$ cat src/rtl/uart_rx_if.sv
// uart_rx_if: byte handshake between the UART receiver and its consumer.
// The master presents data/valid, and the slave answers with ready.
interface uart_rx_if;
  logic [7:0] data;
  logic       valid;
  logic       ready;

  modport master (
    output data,
    output valid,
    input  ready
  );

  modport slave (
    input  data,
    input  valid,
    output ready
  );
endinterface

$ cat src/rtl/uart_rx.sv
// uart_rx: 8N1 receiver with mid-bit sampling and a receive buffer.
// Define UART_RX_FIFO_EN for a FIFO_DEPTH-entry FIFO; otherwise a 1-entry holding register.
module uart_rx #(
  parameter int CLK_HZ     = 25000000,
  parameter int BAUD       = 115200,
  parameter int FIFO_DEPTH = 4
) (
  input  logic     clock,
  input  logic     reset,
  input  logic     rx,
  uart_rx_if.master bus,
  output logic     frame_err,
  output logic     overrun
);

  localparam int CPB  = (CLK_HZ + BAUD / 2) / BAUD;
  localparam int HALF = CPB / 2;
  localparam int CW   = $clog2(CPB);

  typedef enum logic [2:0] {
    IDLE,
    START,
    DATA,
    STOP,
    BREAK
  } state_t;

  state_t        state_q, state_d;
  logic [CW-1:0] cnt_q, cnt_d;
  logic [2:0]    idx_q, idx_d;
  logic [7:0]    shreg_q, shreg_d;
  logic          rx_m, rx_s;
  logic          tick;
  logic          push;
  logic          ferr_d;
  logic          pop;

  always_ff @(posedge clock) begin
    if (reset) begin
      rx_m <= 1'b1;
      rx_s <= 1'b1;
    end else begin
      rx_m <= rx;
      rx_s <= rx_m;
    end
  end

  always_ff @(posedge clock) begin
    if (reset) begin
      state_q   <= IDLE;
      cnt_q     <= '0;
      idx_q     <= '0;
      shreg_q   <= '0;
      frame_err <= 1'b0;
    end else begin
      state_q   <= state_d;
      cnt_q     <= cnt_d;
      idx_q     <= idx_d;
      shreg_q   <= shreg_d;
      frame_err <= ferr_d;
    end
  end

  assign tick = (cnt_q == '0);

  always_comb begin
    state_d = state_q;
    cnt_d   = cnt_q;
    idx_d   = idx_q;
    shreg_d = shreg_q;
    push    = 1'b0;
    ferr_d  = 1'b0;
    unique case (state_q)
      IDLE: begin
        if (!rx_s) begin
          state_d = START;
          cnt_d   = CW'(HALF - 1);
        end
      end
      START, DATA, STOP: begin
        cnt_d = tick ? CW'(CPB - 1) : cnt_q - CW'(1);
        if (tick) begin
          unique case (1'b1)
            state_q == START: begin
              state_d = rx_s ? IDLE : DATA;
              idx_d   = '0;
            end
            state_q == DATA: begin
              shreg_d = {rx_s, shreg_q[7:1]};
              idx_d   = idx_q + 3'd1;
              if (idx_q == 3'd7) state_d = STOP;
            end
            default: begin
              // a low stop bit means the line may be held in break
              push    = rx_s;
              ferr_d  = !rx_s;
              state_d = rx_s ? IDLE : BREAK;
            end
          endcase
        end
      end
      BREAK: begin
        if (rx_s) state_d = IDLE;
      end
      default: state_d = IDLE;
    endcase
  end

`ifdef UART_RX_FIFO_EN
  localparam int AW = $clog2(FIFO_DEPTH);

  logic [7:0] mem [FIFO_DEPTH];
  logic [AW:0] wptr, rptr;
  logic        empty, full;

  assign empty = (wptr == rptr);
  assign full  = ((wptr ^ rptr) == {1'b1, {AW{1'b0}}});
  assign pop   = !empty && bus.ready;

  always_ff @(posedge clock) begin
    if (reset) begin
      wptr    <= '0;
      rptr    <= '0;
      overrun <= 1'b0;
      for (int i = 0; i < FIFO_DEPTH; i++) mem[i] <= '0;
    end else begin
      // a pop frees the slot the push lands in, so full+pop still accepts
      if (push && (!full || pop)) begin
        mem[wptr[AW-1:0]] <= shreg_q;
        wptr              <= wptr + 1'b1;
      end
      if (pop) rptr <= rptr + 1'b1;
      overrun <= push && full && !pop;
    end
  end

  assign bus.valid = !empty;
  assign bus.data  = mem[rptr[AW-1:0]];
`else
  logic [7:0] hold_q;
  logic       held_q;
  logic       unused_depth;

  // depth is fixed at one entry in this build
  assign unused_depth = FIFO_DEPTH[0];
  assign pop          = held_q && bus.ready;

  always_ff @(posedge clock) begin
    if (reset) begin
      hold_q  <= '0;
      held_q  <= 1'b0;
      overrun <= 1'b0;
    end else begin
      if (push && (!held_q || pop)) begin
        hold_q <= shreg_q;
        held_q <= 1'b1;
      end else if (pop) begin
        held_q <= 1'b0;
      end
      overrun <= push && held_q && !pop;
    end
  end

  assign bus.valid = held_q;
  assign bus.data  = hold_q;
`endif

endmodule
$ cat src/flat_wrapper.sv
// flat-port wrapper written by rule: the top's interface ports become plain ports
module uart_rx_flat 
#(
  parameter int CLK_HZ     = 25000000,
  parameter int BAUD       = 115200,
  parameter int FIFO_DEPTH = 4
)
  (clock, reset, rx, frame_err, overrun, bus_data, bus_valid, bus_ready);
  uart_rx_if bus_i ();
  input  logic clock;
  input  logic reset;
  input  logic rx;
  output logic frame_err;
  output logic overrun;
  output wire logic [$bits(bus_i.data)-1:0] bus_data;
  output wire logic [$bits(bus_i.valid)-1:0] bus_valid;
  input wire logic [$bits(bus_i.ready)-1:0] bus_ready;
  assign bus_data = bus_i.data;
  assign bus_valid = bus_i.valid;
  assign bus_i.ready = bus_ready;
  uart_rx #(.CLK_HZ(CLK_HZ), .BAUD(BAUD), .FIFO_DEPTH(FIFO_DEPTH)) u_core (.clock(clock), .reset(reset), .rx(rx), .bus(bus_i), .frame_err(frame_err), .overrun(overrun));
endmodule
$ cat config.mk
export PLATFORM = sky130hd
export DESIGN_NAME = uart_rx_flat
export DESIGN_NICKNAME = d
export VERILOG_FILES = /design/src/rtl/uart_rx_if.sv /design/src/rtl/uart_rx.sv /design/src/flat_wrapper.sv
export SDC_FILE = /design/constraint.sdc
export NUM_CORES = 1
export LEC_CHECK = 0
export CELL_PAD_IN_SITES_DETAIL_PLACEMENT = 2
export CELL_PAD_IN_SITES_GLOBAL_PLACEMENT = 2
export CORE_ASPECT_RATIO = 0.9
export CORE_MARGIN = 2
export CORE_UTILIZATION = 35
export DETAILED_ROUTE_END_ITERATION = 7
export PLACE_DENSITY_LB_ADDON = 0.08
export REMOVE_ABC_BUFFERS = 1
export SLEW_MARGIN = 10
export SYNTH_ARGS = -nofsm -noshare
export SYNTH_HDL_FRONTEND = slang
export SYNTH_SLANG_ARGS = --single-unit
$ cat constraint.sdc
create_clock -name clock -period 2.5 [get_ports clock]
set_input_delay 0.625 -clock clock [delete_from_list [all_inputs] [get_ports clock]]
set_output_delay 0.625 -clock clock [all_outputs]
set_load 0.1 [all_outputs]
# ---- Word-level counts from Yosys, hierarchy flattened
# Cells that the tools add are included.
dict set report totals {
  regBits 35
  in_bits 4
  out_inout_bits 11
  wordCells 60
}
dict set report classes {
  n_addsub 2
  n_eq_ne 9
  n_mux 17
  bitwise_logic 2
  reduce_logical 20
}
# cell count
set op_table {}
lappend op_table {{two-way mux 8 bit} 2}
lappend op_table {{one-hot mux 8 bit (2 select lines)} 1}
lappend op_table {{two-way mux 3 bit} 5}
lappend op_table {{one-hot mux 3 bit (2 select lines)} 2}
lappend op_table {{one-hot mux 3 bit (3 select lines)} 1}
lappend op_table {{logical NOT 8 bit} 1}
lappend op_table {{subtractor 8 x 1 -> 8 bit, second input constant} 1}
lappend op_table {{== test 3 x 2 -> 1 bit, second input constant} 2}
lappend op_table {{== test 3 bit, second input constant} 2}
lappend op_table {{AND reduction 3 bit} 2}
lappend op_table {{nonzero test 2 bit} 3}
lappend op_table {{two-way mux 1 bit} 5}
lappend op_table {{OR reduction 5 bit} 1}
lappend op_table {{logical AND 1 bit} 4}
lappend op_table {{!= test 2 x 1 -> 1 bit, second input constant} 2}
lappend op_table {{AND reduction 4 bit} 1}
lappend op_table {{adder 3 x 1 -> 3 bit, second input constant} 1}
lappend op_table {{== test 3 x 1 -> 1 bit, second input constant} 1}
lappend op_table {{logical NOT 1 bit} 3}
lappend op_table {{logical NOT 3 bit} 1}
lappend op_table {{!= test 3 bit, second input constant} 1}
lappend op_table {{OR reduction 3 bit} 1}
lappend op_table {{two-way mux 2 bit} 1}
lappend op_table {{!= test 2 bit, second input constant} 1}
lappend op_table {{other kinds (4)} 5}

# ---- Longest topological paths before layout
# Gate-level depths: netlist of run 1.
dict set report logic_depth {
  word_depth 7
  ltp_mapped 7
  mapped_depth_nobuf 6
}

# ---- Least setup slack after synthesis of run 1
# Ideal clock, no wire load.
dict set report synth_path {
  path_type {register to register}
  start {register u_core.held_q, in the netlist u_core.bus.valid}
  end {register u_core.hold_q[0], in the netlist u_core.bus.data[0]}
  setup_time_ns 0.128
  t_arrival_ns 1.678
  required_ns 2.372
  setup_slack_ns 0.695
  path_stages_with_launch 5
  n_path_buf 0
  period_less_slack_ns 1.805
  cell_sequence {dfxtp_1 -> nand2b_1 -> nand4_2 -> mux2i_1 -> nor2_1}
}
dict set report synth_between {
  elab_chain_cells 3
  word_cells_on_any_way 4
  cone_classes {4 x reduce/logical}
}
# item line
set synth_rtl {}
lappend synth_rtl {{from (decl)} uart_rx.sv:141} ;# logic held_q;
lappend synth_rtl {{from (signal assigned)} uart_rx.sv:151} ;# held_q <= 1'b0;
lappend synth_rtl {{from (signal assigned)} uart_rx.sv:156} ;# held_q <= 1'b1;
lappend synth_rtl {{from (signal assigned)} uart_rx.sv:158} ;# held_q <= 1'b0;
lappend synth_rtl {{logical NOT 1 bit / logical AND 1 bit (equally long branches)} {uart_rx.sv:154, uart_rx.sv:146}}
lappend synth_rtl {{logical OR 1 bit *} uart_rx.sv:154} ;# if (push && (!held_q || pop)) begin
lappend synth_rtl {{logical AND 1 bit *} uart_rx.sv:154}
lappend synth_rtl {{to (signal assigned)} uart_rx.sv:155} ;# hold_q <= shreg_q;
lappend synth_rtl {{to (decl)} uart_rx.sv:140} ;# logic [7:0] hold_q;
# Mark *: on every way between the ends. The rest lies on a longest branch, timed or not.
# A chain may end at the register's enable or synchronous reset.

# ---- Worst setup path in the final report of run 1
dict set report layout_path {
  start {register u_core.cnt_q[0]}
  end {register u_core.hold_q[5], in the netlist u_core.bus.data[5]}
}
dict set report layout_between {
  elab_chain_cells 4
}
# item line
set layout_rtl {}
lappend layout_rtl {{from (decl)} uart_rx.sv:29} ;# logic [CW-1:0] cnt_q, cnt_d;
lappend layout_rtl {{from (signal assigned)} uart_rx.sv:57} ;# cnt_q <= cnt_d;
lappend layout_rtl {{logical NOT 8 bit} uart_rx.sv:64} ;# assign tick = (cnt_q == '0);
lappend layout_rtl {{two-way mux 1 bit} uart_rx.sv:82} ;# if (tick) begin
lappend layout_rtl {{two-way mux 1 bit} uart_rx.sv:73} ;# unique case (state_q)
lappend layout_rtl {{logical AND 1 bit} uart_rx.sv:154}
# Every way passes these cells.

==> impl_metrics.ini, run 1 <==
[cts]
post_cts_buffers = 0
cts_htree_levels = 2
cts-root-to-sink-buffers = 2
clkSlewWorstSetupHoldPaths_ns = 0.07
total_cts_buffers = 5
cts_tree = yes
cts_root_buf = sky130_fd_sc_hd__clkbuf_8
cts.sinks = 35
hold_buffers = 0
clk_latency_ns = 0.28
cts_resized = 0

[setup_path]
arrival_ns = 2.22
critical_path_required_ns = 2.67
worst_path_max_delay_cell = sky130_fd_sc_hd__nor3b_2
timing.critical_path.cells = inv_1, ha_1, nor3b_2, nand4_2, mux2i_1, nor2_1
end_kind = register
timing_worst_setup_path_type = reg -> reg
critPathMaxFanout = 8
slowest_delay_ns = 0.48
startpoint_class_of_the_critical_path = register

[status]
outcome = completed

[detailed_routing]
detail_route.wl_per_cell_um = 16.74
detail_route.first_pass.iterations = 4
drt_iter0_markers = 78
route.final.wire_length_um = 3683
antenna_violating_nets_post_route = 0
drt-vias-per-instance = 5.427
route.vias.total = 1194
detail_route.drc_violations = 0

[yosys]
synth_warn = 0
number_of_flops_mapped_to_enable_cells_by_yosys = 0
netlist_area_um2 = 1516
synthesis.area_per_instance_um2 = 9.721
synth.most_common_cell = sky130_fd_sc_hd__dfxtp_1
synth_top_cells_by_area = sky130_fd_sc_hd__dfxtp_1 46%, sky130_fd_sc_hd__mux2i_1 11%, sky130_fd_sc_hd__nor2_1 6.4%
number_of_standard_cells_after_synthesis = 156
synth.distinct_cells = 41
portion_of_the_post_synthesis_area_used_by_sequential_elements = 0.4620
synth.top_cell.area_share = 0.4620
most_used_flip_flop_cell_after_synthesis = sky130_fd_sc_hd__dfxtp_1
top_cell_types_by_occurrence_after_synthesis = 35 x sky130_fd_sc_hd__dfxtp_1, 26 x sky130_fd_sc_hd__nor2_1, 17 x sky130_fd_sc_hd__mux2i_1, 8 x sky130_fd_sc_hd__nor3_1
netlist.top_cell.by_area = sky130_fd_sc_hd__dfxtp_1
ys_ff_latch = 35
asyncSetResetFlopFracSynth = 0

[floorplanning]
design.die.area_um2 = 4876
floorplan.die.width_um = 73.39
floorplan.core_area_um2 = 4129
fp.dieH_um = 66.45
starting_density = 0.3673
ioPinCount = 15
num_rows = 22

[final_layout]
finish.net_count = 179
insertedDiodeCount = 0
stdcell_count = 220
area_growth_pct = 15.84
final_core_utilization = 0.4255
final_design_area_no_fill_um2 = 1757
post_route_cells_drive_above_1_share = 0.1686
filler_cell_count = 462

[flow_run]
drv.max_cap_violation_count = 0

[hold_path]
hp-class = reg -> reg

[place]
place.gp.congestion = 0.6781
port-buffer-count = 14
pre_cts_slack_ns = 0.4146
placed_cells_incl_taps = 212
dp_hpwl_um = 2656
post_dp_cell_area_um2 = 1657

[timing]
setup_viol = 0
fin_skew_ns = 0.001770
finalCriticalPeriod_ns = 2.052
slew_violations = 0
timing.slew.headroom = 0.6340
final.setup.worst_slack_ns = 0.4478
finalSetupTns_ns = 0
hold_ws_ns = 0.4147
period_share = 0.8209
max_freq_mhz = 487.3
worst_pin_slew_ns = 0.5466
unrepaired_setup_endpoints_after_global_routing = false
final_hold_viols = 0

[power]
power.leakage_nw = 0.7230
power.ir.vdd_worst_mv = 0.2458
report.power.total_mw = 1.191
power_per_cell_area_nw_per_um2 = 677.9

[global_route]
overflow = 0
initial_antenna_violation_count = 0
total_routing_usage_reported_by_global_routing = 0.1730
grt_start_max_net_pins = 14
wire_length_of_the_first_global_routing_pass_um = 6368
first_global_vias = 1312
[report_power, final]
group,switching [mW],internal [mW]
Clock,0.195,0.251
Combinational,0.0893,0.0615
Sequential,0.0224,0.572
Total,0.306,0.885
[final timing paths]
check / slack [ns] / end / depth (start not counted) / start
worst max-delay path: 0.45 / u_core.bus.data[5]$_SDFFE_PP0P_ / 6 / u_core.cnt_q[0]$_SDFFE_PP0P_
worst min-delay path: 0.41 / u_core.rx_s$_SDFF_PP1_ / 1 / u_core.rx_m$_SDFF_PP1_
worst max register to register: 0.45 / u_core.bus.data[5]$_SDFFE_PP0P_ / 6 / u_core.cnt_q[0]$_SDFFE_PP0P_
worst min register to register: 0.41 / u_core.rx_s$_SDFF_PP1_ / 1 / u_core.rx_m$_SDFF_PP1_
[cells by family after synthesis]
group | synth area share
xor+xnor | 0.005777
flops | 0.4620
buf+inv | 0.03877
compound gates | 0.1213
simple gates | 0.2195
fa+ha+maj | 0.03300
mux | 0.1196
[worst max-delay path, delay by kind of cell, from the launching register on]
kind | cells | cell delay [ns]
flops | 1 | 0.35
mux | 1 | 0.28
fa+ha+maj | 1 | 0.19
buf+inv | 1 | 0.13
simple gates | 3 | 0.99
[layer usage]
layer  GRT usage  share of wire
met5           0              0
met4     0.04773         0.0062
met3     0.05030          0.029
met2      0.2770           0.49
met1      0.2258           0.47
[flip-flops by register name, summed over array words and instances (netlist names)]
name	cells
u_core.rx_m	1
u_core.overrun	1
u_core.state_q	3
u_core.bus.valid	1
u_core.idx_q	3
u_core.shreg_q	8
u_core.bus.data	8
u_core.frame_err	1
u_core.cnt_q	8
u_core.rx_s	1
[area by class of cell]
type	instances	area, um2	share of cell area
multi-input cells	110	757.0	0.4309
well taps	48	60.06	0.03419
repair buffers	16	127.6	0.07265
clock buffers	8	100.1	0.05698
flip-flops and latches	35	700.7	0.3989
inverters	3	11.26	0.006410
[cell usage in the layout, fill, tap and decap left out, types with 3 or more instances in the layout]
cell and count:
sky130_fd_sc_hd__nor3_1 8, sky130_fd_sc_hd__clkbuf_8 7, sky130_fd_sc_hd__a21oi_1 6, sky130_fd_sc_hd__mux2i_1 17, sky130_fd_sc_hd__a211oi_1 4, sky130_fd_sc_hd__dfxtp_1 35, sky130_fd_sc_hd__nand2_1 6, sky130_fd_sc_hd__o21ai_0 3
sky130_fd_sc_hd__ha_1 4, sky130_fd_sc_hd__clkdlybuf4s50_1 3, sky130_fd_sc_hd__buf_4 13, sky130_fd_sc_hd__inv_1 3, sky130_fd_sc_hd__nor2_1 26
Power figures use the tool's default switching activity.
==> inputs of run 2 (changes only) <==
Clock period 2.5 ns to 2 ns, I/O delays scaled along.
==> run 2 against run 1 <==
Against the previous run:
- die area stayed put
- register-to-register slack worse by 0.26 ns
- wire length is 2.0% lower
- count of clock-buffer cells in the layout is 1 lower
- non-clock buffer count is 3 higher
- utilization is 1.3 points higher
- sequential power is 25% higher
- largest cell class unchanged
- largest power group unchanged
==> impl_metrics.ini, run 2 (synthesized netlist as in run 1, its figures left out) <==
[cts]
cts_htree_levels = 2
cts_root_buf = sky130_fd_sc_hd__clkbuf_8
clkSlewWorstSetupHoldPaths_ns = 0.07
total_cts_buffers = 5
post_cts_buffers = 0
cts-root-to-sink-buffers = 2
clk_latency_ns = 0.28
cts_tree = yes
cts.sinks = 35

[hold_path]
min_path_cells = 1
hp-class = reg -> reg

[timing]
period_share = 0.9072
unrepaired_setup_endpoints_after_global_routing = false
final_hold_viols = 0
final.setup.worst_slack_ns = 0.1855
timing.slew.headroom = 0.7395
finalSetupTns_ns = 0
setup_viol = 0
max_freq_mhz = 551.1
worst_pin_slew_ns = 0.3895
fin_skew_ns = 0.004366
finalCriticalPeriod_ns = 1.814
slew_violations = 0

[floorplanning]
num_rows = 22
design.die.area_um2 = 4876
fp.dieH_um = 66.45
ioPinCount = 15
starting_density = 0.3673
floorplan.core_area_um2 = 4129
floorplan.die.width_um = 73.39

[global_route]
initial_antenna_violation_count = 0
overflow = 0
total_routing_usage_reported_by_global_routing = 0.1738
grt_start_max_net_pins = 14
wire_length_of_the_first_global_routing_pass_um = 6313
first_global_vias = 1283

[detailed_routing]
detail_route.drc_violations = 0
drt_iter0_markers = 81
detail_route.first_pass.iterations = 4
route.vias.total = 1161
route.final.wire_length_um = 3611
detail_route.wl_per_cell_um = 16.19
drt-vias-per-instance = 5.206
antenna_violating_nets_post_route = 0

[flow_run]
drv.max_cap_violation_count = 0

[setup_path]
arrival_ns = 2.00
worst_path_max_delay_cell = sky130_fd_sc_hd__dfxtp_1
end_kind = register
critical_path_required_ns = 2.19
worstRegToRegCells = 7
startpoint_class_of_the_critical_path = register
critPathMaxFanout = 9
setup_slack_of_the_worst_register_to_register_path_ns = 0.19
timing_worst_setup_path_type = reg -> reg
slowest_delay_ns = 0.37
timing.critical_path.cells = inv_1, ha_1, nor3b_2, buf_4, and2_1, a21o_1, a211oi_1

[power]
report.power.total_mw = 1.430
power.leakage_nw = 0.7370
power_per_cell_area_nw_per_um2 = 790.5
power.ir.vdd_worst_mv = 0.4308

[final_layout]
layout.cells.most_common = sky130_fd_sc_hd__dfxtp_1
final_cell_mix = 35 x sky130_fd_sc_hd__dfxtp_1, 26 x sky130_fd_sc_hd__nor2_1, 17 x sky130_fd_sc_hd__mux2i_1
finish.net_count = 182
area_growth_pct = 19.31
post_route_cells_drive_above_1_share = 0.1886
insertedDiodeCount = 0
stdcell_count = 223

[place]
place.gp.congestion = 0.7680
placed_cells_incl_taps = 215
port-buffer-count = 14
dp_hpwl_um = 2611
pre_cts_slack_ns = 0.07387

[status]
outcome = completed
[run 2: changes by cell type in the layout (fill, tap and decap cells not counted), sizes merged]
cell / change
clkinv: +1
clkbuf: -1
buf: +3
[run 2: cell type report]
class                   instances  area, um2
fillers                       451       2320
multi-input cells             110      768.2
flip-flops and latches         35      700.7
repair buffers                 19      187.7
clock buffers                   7      76.32
well taps                      48      60.06
inverters                       3      11.26
clock inverters                 1      5.005
[run 2: repair_timing]
item                       CTS  global route
hold buffers                 0             0
resized for setup            0             4
setup endpoints to repair    0             2
[run 2: path summary, 6_finish.rpt]
path | startpoint | endpoint
min | u_core.rx_m$_SDFF_PP1_ | u_core.rx_s$_SDFF_PP1_
max | u_core.cnt_q[0]$_SDFFE_PP0P_ | u_core.cnt_q[5]$_SDFFE_PP0P_
max reg2reg | u_core.cnt_q[0]$_SDFFE_PP0P_ | u_core.cnt_q[5]$_SDFFE_PP0P_
min reg2reg | u_core.rx_m$_SDFF_PP1_ | u_core.rx_s$_SDFF_PP1_
[run 2: metrics by stage]
step / cell area (um2) / hold slack [ns] / util
after global routing: 1809 / 0.4358 / 0.4382
after detailed placement: 1717 / 0.4041 / 0.4158
final: 1809 / 0.4178 / 0.4382
after CTS: 1798 / 0.4252 / 0.4355
after global placement: 1717 / 0.4010 / 0.4158
after floorplan: 1469 / 0.3895 / -
[run 2: power breakdown]
| group | switching, mW | leakage, nW | total, mW | internal (mW) |
|---|---|---|---|---|
| Combinational | 0.111 | 0.411 | 0.203 | 0.0921 |
| Clock | 0.241 | 0.0422 | 0.485 | 0.244 |
| Sequential | 0.0273 | 0.284 | 0.742 | 0.715 |
| Total | 0.379 | 0.737 | 1.43 | 1.05 |
[run 2: layer usage]
layer	part of all wire	up-vias	global-route usage	routed length [um]
met2	0.46	12	0.2658	1655
li1	-	589	-	-
met1	0.51	556	0.2277	1830
met5	0	-	0	0
met3	0.027	4	0.06250	97
met4	0.0075	0	0.05455	27
[run 2: critical path, delay by kind of cell, from the launching register on]
kind,cells,cell delay (ns)
buffers and inverters,2,0.25
AND/OR/NAND/NOR,2,0.43
adder cells (fa/ha/maj),1,0.21
flip-flops,1,0.37
AO/OA/AOI/OAI,2,0.45
==> RTL change 1: new RTL, settings of run 1 <==
The 5 states of `state_t` get a Gray code encoding in 3 bits.
--- a/src/rtl/uart_rx.sv
+++ b/src/rtl/uart_rx.sv
@@ -19,9 +19,9 @@
 
   typedef enum logic [2:0] {
-    IDLE,
-    START,
-    DATA,
-    STOP,
-    BREAK
+    IDLE  = 3'b000,
+    START = 3'b001,
+    DATA  = 3'b011,
+    STOP  = 3'b010,
+    BREAK = 3'b110
   } state_t;
 
Check against the original RTL: no difference found for any inputs over 10 cycles, from zero or initial values and one cycle with reset high; not proved beyond that.
==> RTL change 1 against run 1 <==
Hold slack better by 0.0025 ns; cell area up 8.3%; setup slack gained 0.10 ns; critical path type unchanged; power up 2.8%; sequential cell count is the same; wire length is 11% higher; area after synthesis is 9.6% higher.
==> RTL change 1: results <==
[worst_setup_path]
reg2reg_slack_ns = 0.55
crit_path_max_incr_delay_ns = 0.56
slowest_stage = or4b_4
crit_path_start = u_core.cnt_q[0]
critical_path.top_delay_family = simple AND/OR/NAND/NOR gates

[logic_synthesis]
synth.avg_cell_area_um2 = 9.83
synthTopCellsByCount = dfxtp_1 (35), nand2b_1 (19), mux2i_1 (15), a21oi_1 (13), nor3_1 (9)
yosys-top-cells-area = dfxtp_1 (42%), mux2i_1 (9.0%), nand2b_1 (7.2%)
yosysSeqAreaShare = 0.422
ys_types = 46

[timing]
setup_tns_ns = 0
slew_headroom = 0.640
whs_ns = 0.417
finClkSkew_ns = 0.00564

[cells_and_area]
area_growth_pct = 14.5
drive_gt1_frac = 0.196
n_fill_cell = 512
diodes = 0
finalNetCount = 191

[route]
drt_iter0_markers = 42
viasPerCell = 5.22
drt_wl_total_mm = 4.10
wl_per_cell_um = 16.7
first_pass_iters = 4

[global_routing]
grt_pass1_vias = 1344
use_met1 = 0.222
track_usage = 0.167
grt_max_degree = 36
grtUsageMet3 = 0.0352
antenna_found_initial = 0
grt_pass1_wl_mm = 6.93
grtUsageMet2 = 0.265

[clock_network]
clk_pin_slew_worst_paths_ns = 0.07
post_cts_buffers = 0
cts_resized = 0

[power_and_ir_drop]
p_leak_nw = 0.781
irDropWorstVdd_mv = 0.339

[placement]
dpl-instance-area_um2 = 1820
io_buffers = 14
place.gp.congestion = 0.773
dp_hpwl_mm = 2.93
dpl.cell_count = 238

[status]
status = finished, final reports clean
RTL change 1: cell types whose count changed after synthesis, sizes merged, moves of 3 or more:
| cell | change |
|---|---|
| nand2b | +17 |
| a21oi | +7 |
| nor2 | -19 |
| nand3 | +3 |
| o21ai | +4 |
| a211oi | -3 |
RTL change 1: area by class of cell:
type,instances,area share
repair buffers,17,0.0710
clock inverters,1,0.00263
flip-flops and latches,35,0.368
clock buffers,7,0.0401
inverters,4,0.00789
multi-input cells,120,0.469
well taps,62,0.0408
RTL change 1: path summary, 6_finish.rpt:
path                            cells after the start                 end
worst max register to register                      6  u_core.bus.data[6]
worst min register to register                      1         u_core.rx_s
worst min-delay path                                1         u_core.rx_s
worst max-delay path                                6  u_core.bus.data[6]
RTL change 1: metal layers:
layer	wire [um]	part of all wire	vias to the layer above
li1	-	-	634
met1	2050	0.50	631
met2	1920	0.47	11
met5	0	0	-
met4	61	0.015	0
met3	78	0.019	7
RTL change 1: stage by stage:
stage | power [mW] | setup slack [ns]
floorplan | 0.770 | 0.759
global placement | 0.835 | 0.643
detailed placement | 0.844 | 0.541
CTS | 1.25 | 0.503
global route | 1.30 | 0.395
finish | 1.22 | 0.549
RTL change 1: cell families after synthesis:
logic type,synth area share
adders and majority gates,0.0301
muxes,0.0971
AOI/OAI and AO/OA,0.139
and+or+nand+nor,0.271
DFF,0.422
buffers and inverters,0.0407
RTL change 1: worst reg2reg max path, cell delays in order (launching register included):
cell	delay, ns
dfxtp_1	0.32
inv_1	0.12
ha_1	0.17
or4b_4	0.56
nor2_8	0.19
nand4_4	0.25
mux2i_1	0.27
RTL change 1: where the power goes:
group | internal, mW | switching (mW)
Combinational | 0.0901 | 0.144
Clock | 0.195 | 0.199
Sequential | 0.574 | 0.0222
==> RTL change 2: new RTL, settings of run 1 <==
Without the edit above. `CLK_HZ` is set to 25000000 in 2 places; all go to 6250000.
--- a/src/rtl/uart_rx.sv
+++ b/src/rtl/uart_rx.sv
@@ -2,5 +2,5 @@
 // Define UART_RX_FIFO_EN for a FIFO_DEPTH-entry FIFO; otherwise a 1-entry holding register.
 module uart_rx #(
-  parameter int CLK_HZ     = 25000000,
+  parameter int CLK_HZ     = 6250000,
   parameter int BAUD       = 115200,
   parameter int FIFO_DEPTH = 4
--- a/src/flat_wrapper.sv
+++ b/src/flat_wrapper.sv
@@ -2,5 +2,5 @@
 module uart_rx_flat 
 #(
-  parameter int CLK_HZ     = 25000000,
+  parameter int CLK_HZ     = 6250000,
   parameter int BAUD       = 115200,
   parameter int FIFO_DEPTH = 4
Check against the original RTL: no difference found for any inputs over 10 cycles, from zero or initial values and one cycle with reset high; that may be too few to reach the edited logic, so the function may still have changed.
==> RTL change 2 against run 1 <==
Non-clock buffer count is 2 higher; cell area is 1.6% higher; first-iteration DRC count is 64% lower; power is 2.3% higher; setup slack better by 0.21 ns; sequential cell count is 2 lower; area after synthesis is 0.25% lower; global-route usage is 0.73 points higher; wire length is 6.4% higher; synthesized cell count is 2.6% lower.
==> RTL change 2: results <==
[power_and_ir_drop]
irDropWorstVdd_mv = 0.336
p_leak_nw = 0.800

[clock_network]
cts_resized = 0
cts_buffer_depth = 2
h-tree-depth = 2

[route]
num_vias = 1215
first_pass_iters = 4
wl_per_cell_um = 18.0
drt_iter0_markers = 28

[global_routing]
grt_pass1_wl_mm = 6.56
grt_pass1_vias = 1297
grt_max_degree = 20
track_usage = 0.180

[cells_and_area]
drive_gt1_frac = 0.224
finalNetCount = 177
n_fill_cell = 452

[timing]
finClkSkew_ns = 0.00637
slew_headroom = 0.598
hold_viol = 0
finalSetupViolations = 0

[status]
status = finished, final reports clean

[placement]
dp_hpwl_mm = 2.84
io_buffers = 14
pre_cts_slack_ns = 0.417
place.gp.congestion = 0.808

[worst_setup_path]
slowest_stage = nor3b_2
worstPathRequired_ns = 2.71
crit_path_max_incr_delay_ns = 0.46
path_max_fanout = 8
critical_path.top_delay_family = simple AND/OR/NAND/NOR gates

[logic_synthesis]
yosysSeqAreaShare = 0.437
yosys-top-cells-area = dfxtp_1 (44%), mux2i_1 (11%), nand2_1 (5.0%)
ys_types = 45
synthTopCellsByCount = dfxtp_1 (33), nand2_1 (20), mux2i_1 (17), nor2_1 (6)
yosysWarnings = 0

[worst_hold_path]
hp-class = reg -> reg
## RTL change 2: cell types whose count changed in the layout (fill, tap and decap cells not counted), moves of 3 or more
cell	delta
nor3_1	-6
nand2_1	+14
nor2_1	-20
nor3b_1	+4
a21oi_1	-3
## RTL change 2: layout make-up
| type | instances | area (um^2) | area share |
|---|---|---|---|
| clock buffer | 7 | 86.3 | 0.0484 |
| clock inverter | 1 | 30.0 | 0.0168 |
| inverter | 4 | 15.0 | 0.00841 |
| sequential | 33 | 661 | 0.370 |
| timing repair buffer | 18 | 143 | 0.0799 |
| tap | 48 | 60.1 | 0.0336 |
| multi-input combinational | 107 | 791 | 0.443 |
## RTL change 2: metal layers
| layer | vias up | global-route usage | share of wire |
|---|---|---|---|
| li1 | 591 | - | - |
| met2 | 21 | 0.286 | 0.46 |
| met3 | 7 | 0.0427 | 0.032 |
| met4 | 0 | 0.0682 | 0.016 |
| met1 | 596 | 0.236 | 0.49 |
| met5 | - | 0 | 0 |
## RTL change 2: per-stage QoR
| stage | total power, mW | instance area, um^2 | cells | util |
|---|---|---|---|---|
| 2_1_floorplan | 0.656 | 1470 | 144 | - |
| 3_3_place_gp | 0.704 | 1670 | 210 | 0.404 |
| 3_5_place_dp | 0.710 | 1670 | 210 | 0.404 |
| 4_1_cts | 1.23 | 1790 | 218 | 0.432 |
| 5_1_grt | 1.28 | 1790 | 218 | 0.432 |
| 6_report | 1.22 | 1790 | 218 | 0.432 |
## RTL change 2: kinds of logic (layout without fill, tap and decap cells)
family | Yosys count | in the layout | synth area share
AOI/OAI and AO/OA | 28 | 28 | 0.146
DFF | 33 | 33 | 0.437
adders and majority gates | 4 | 4 | 0.0331
muxes | 17 | 17 | 0.112
xor gates and xnor gates | 1 | 1 | 0.00579
and+or+nand+nor | 57 | 57 | 0.226
buffers and inverters | 12 | 30 | 0.0405
## RTL change 2: path summary, 6_finish.rpt
kind / startpoint / to / slack, ns / cells after the start
setup reg to reg: u_core.cnt_q[0] / u_core.bus.data[2] / 0.66 / 5
hold reg to reg: u_core.rx_m / u_core.rx_s / 0.42 / 1
hold / removal: u_core.rx_m / u_core.rx_s / 0.42 / 1
setup / recovery: u_core.cnt_q[0] / u_core.bus.data[2] / 0.66 / 5
## RTL change 2: report_power, final
part           switching (mW)  internal [mW]  total, mW
Sequential             0.0215          0.537      0.559
Combinational          0.0829         0.0571      0.140
Clock                   0.195          0.325      0.519
Total                   0.299          0.919       1.22
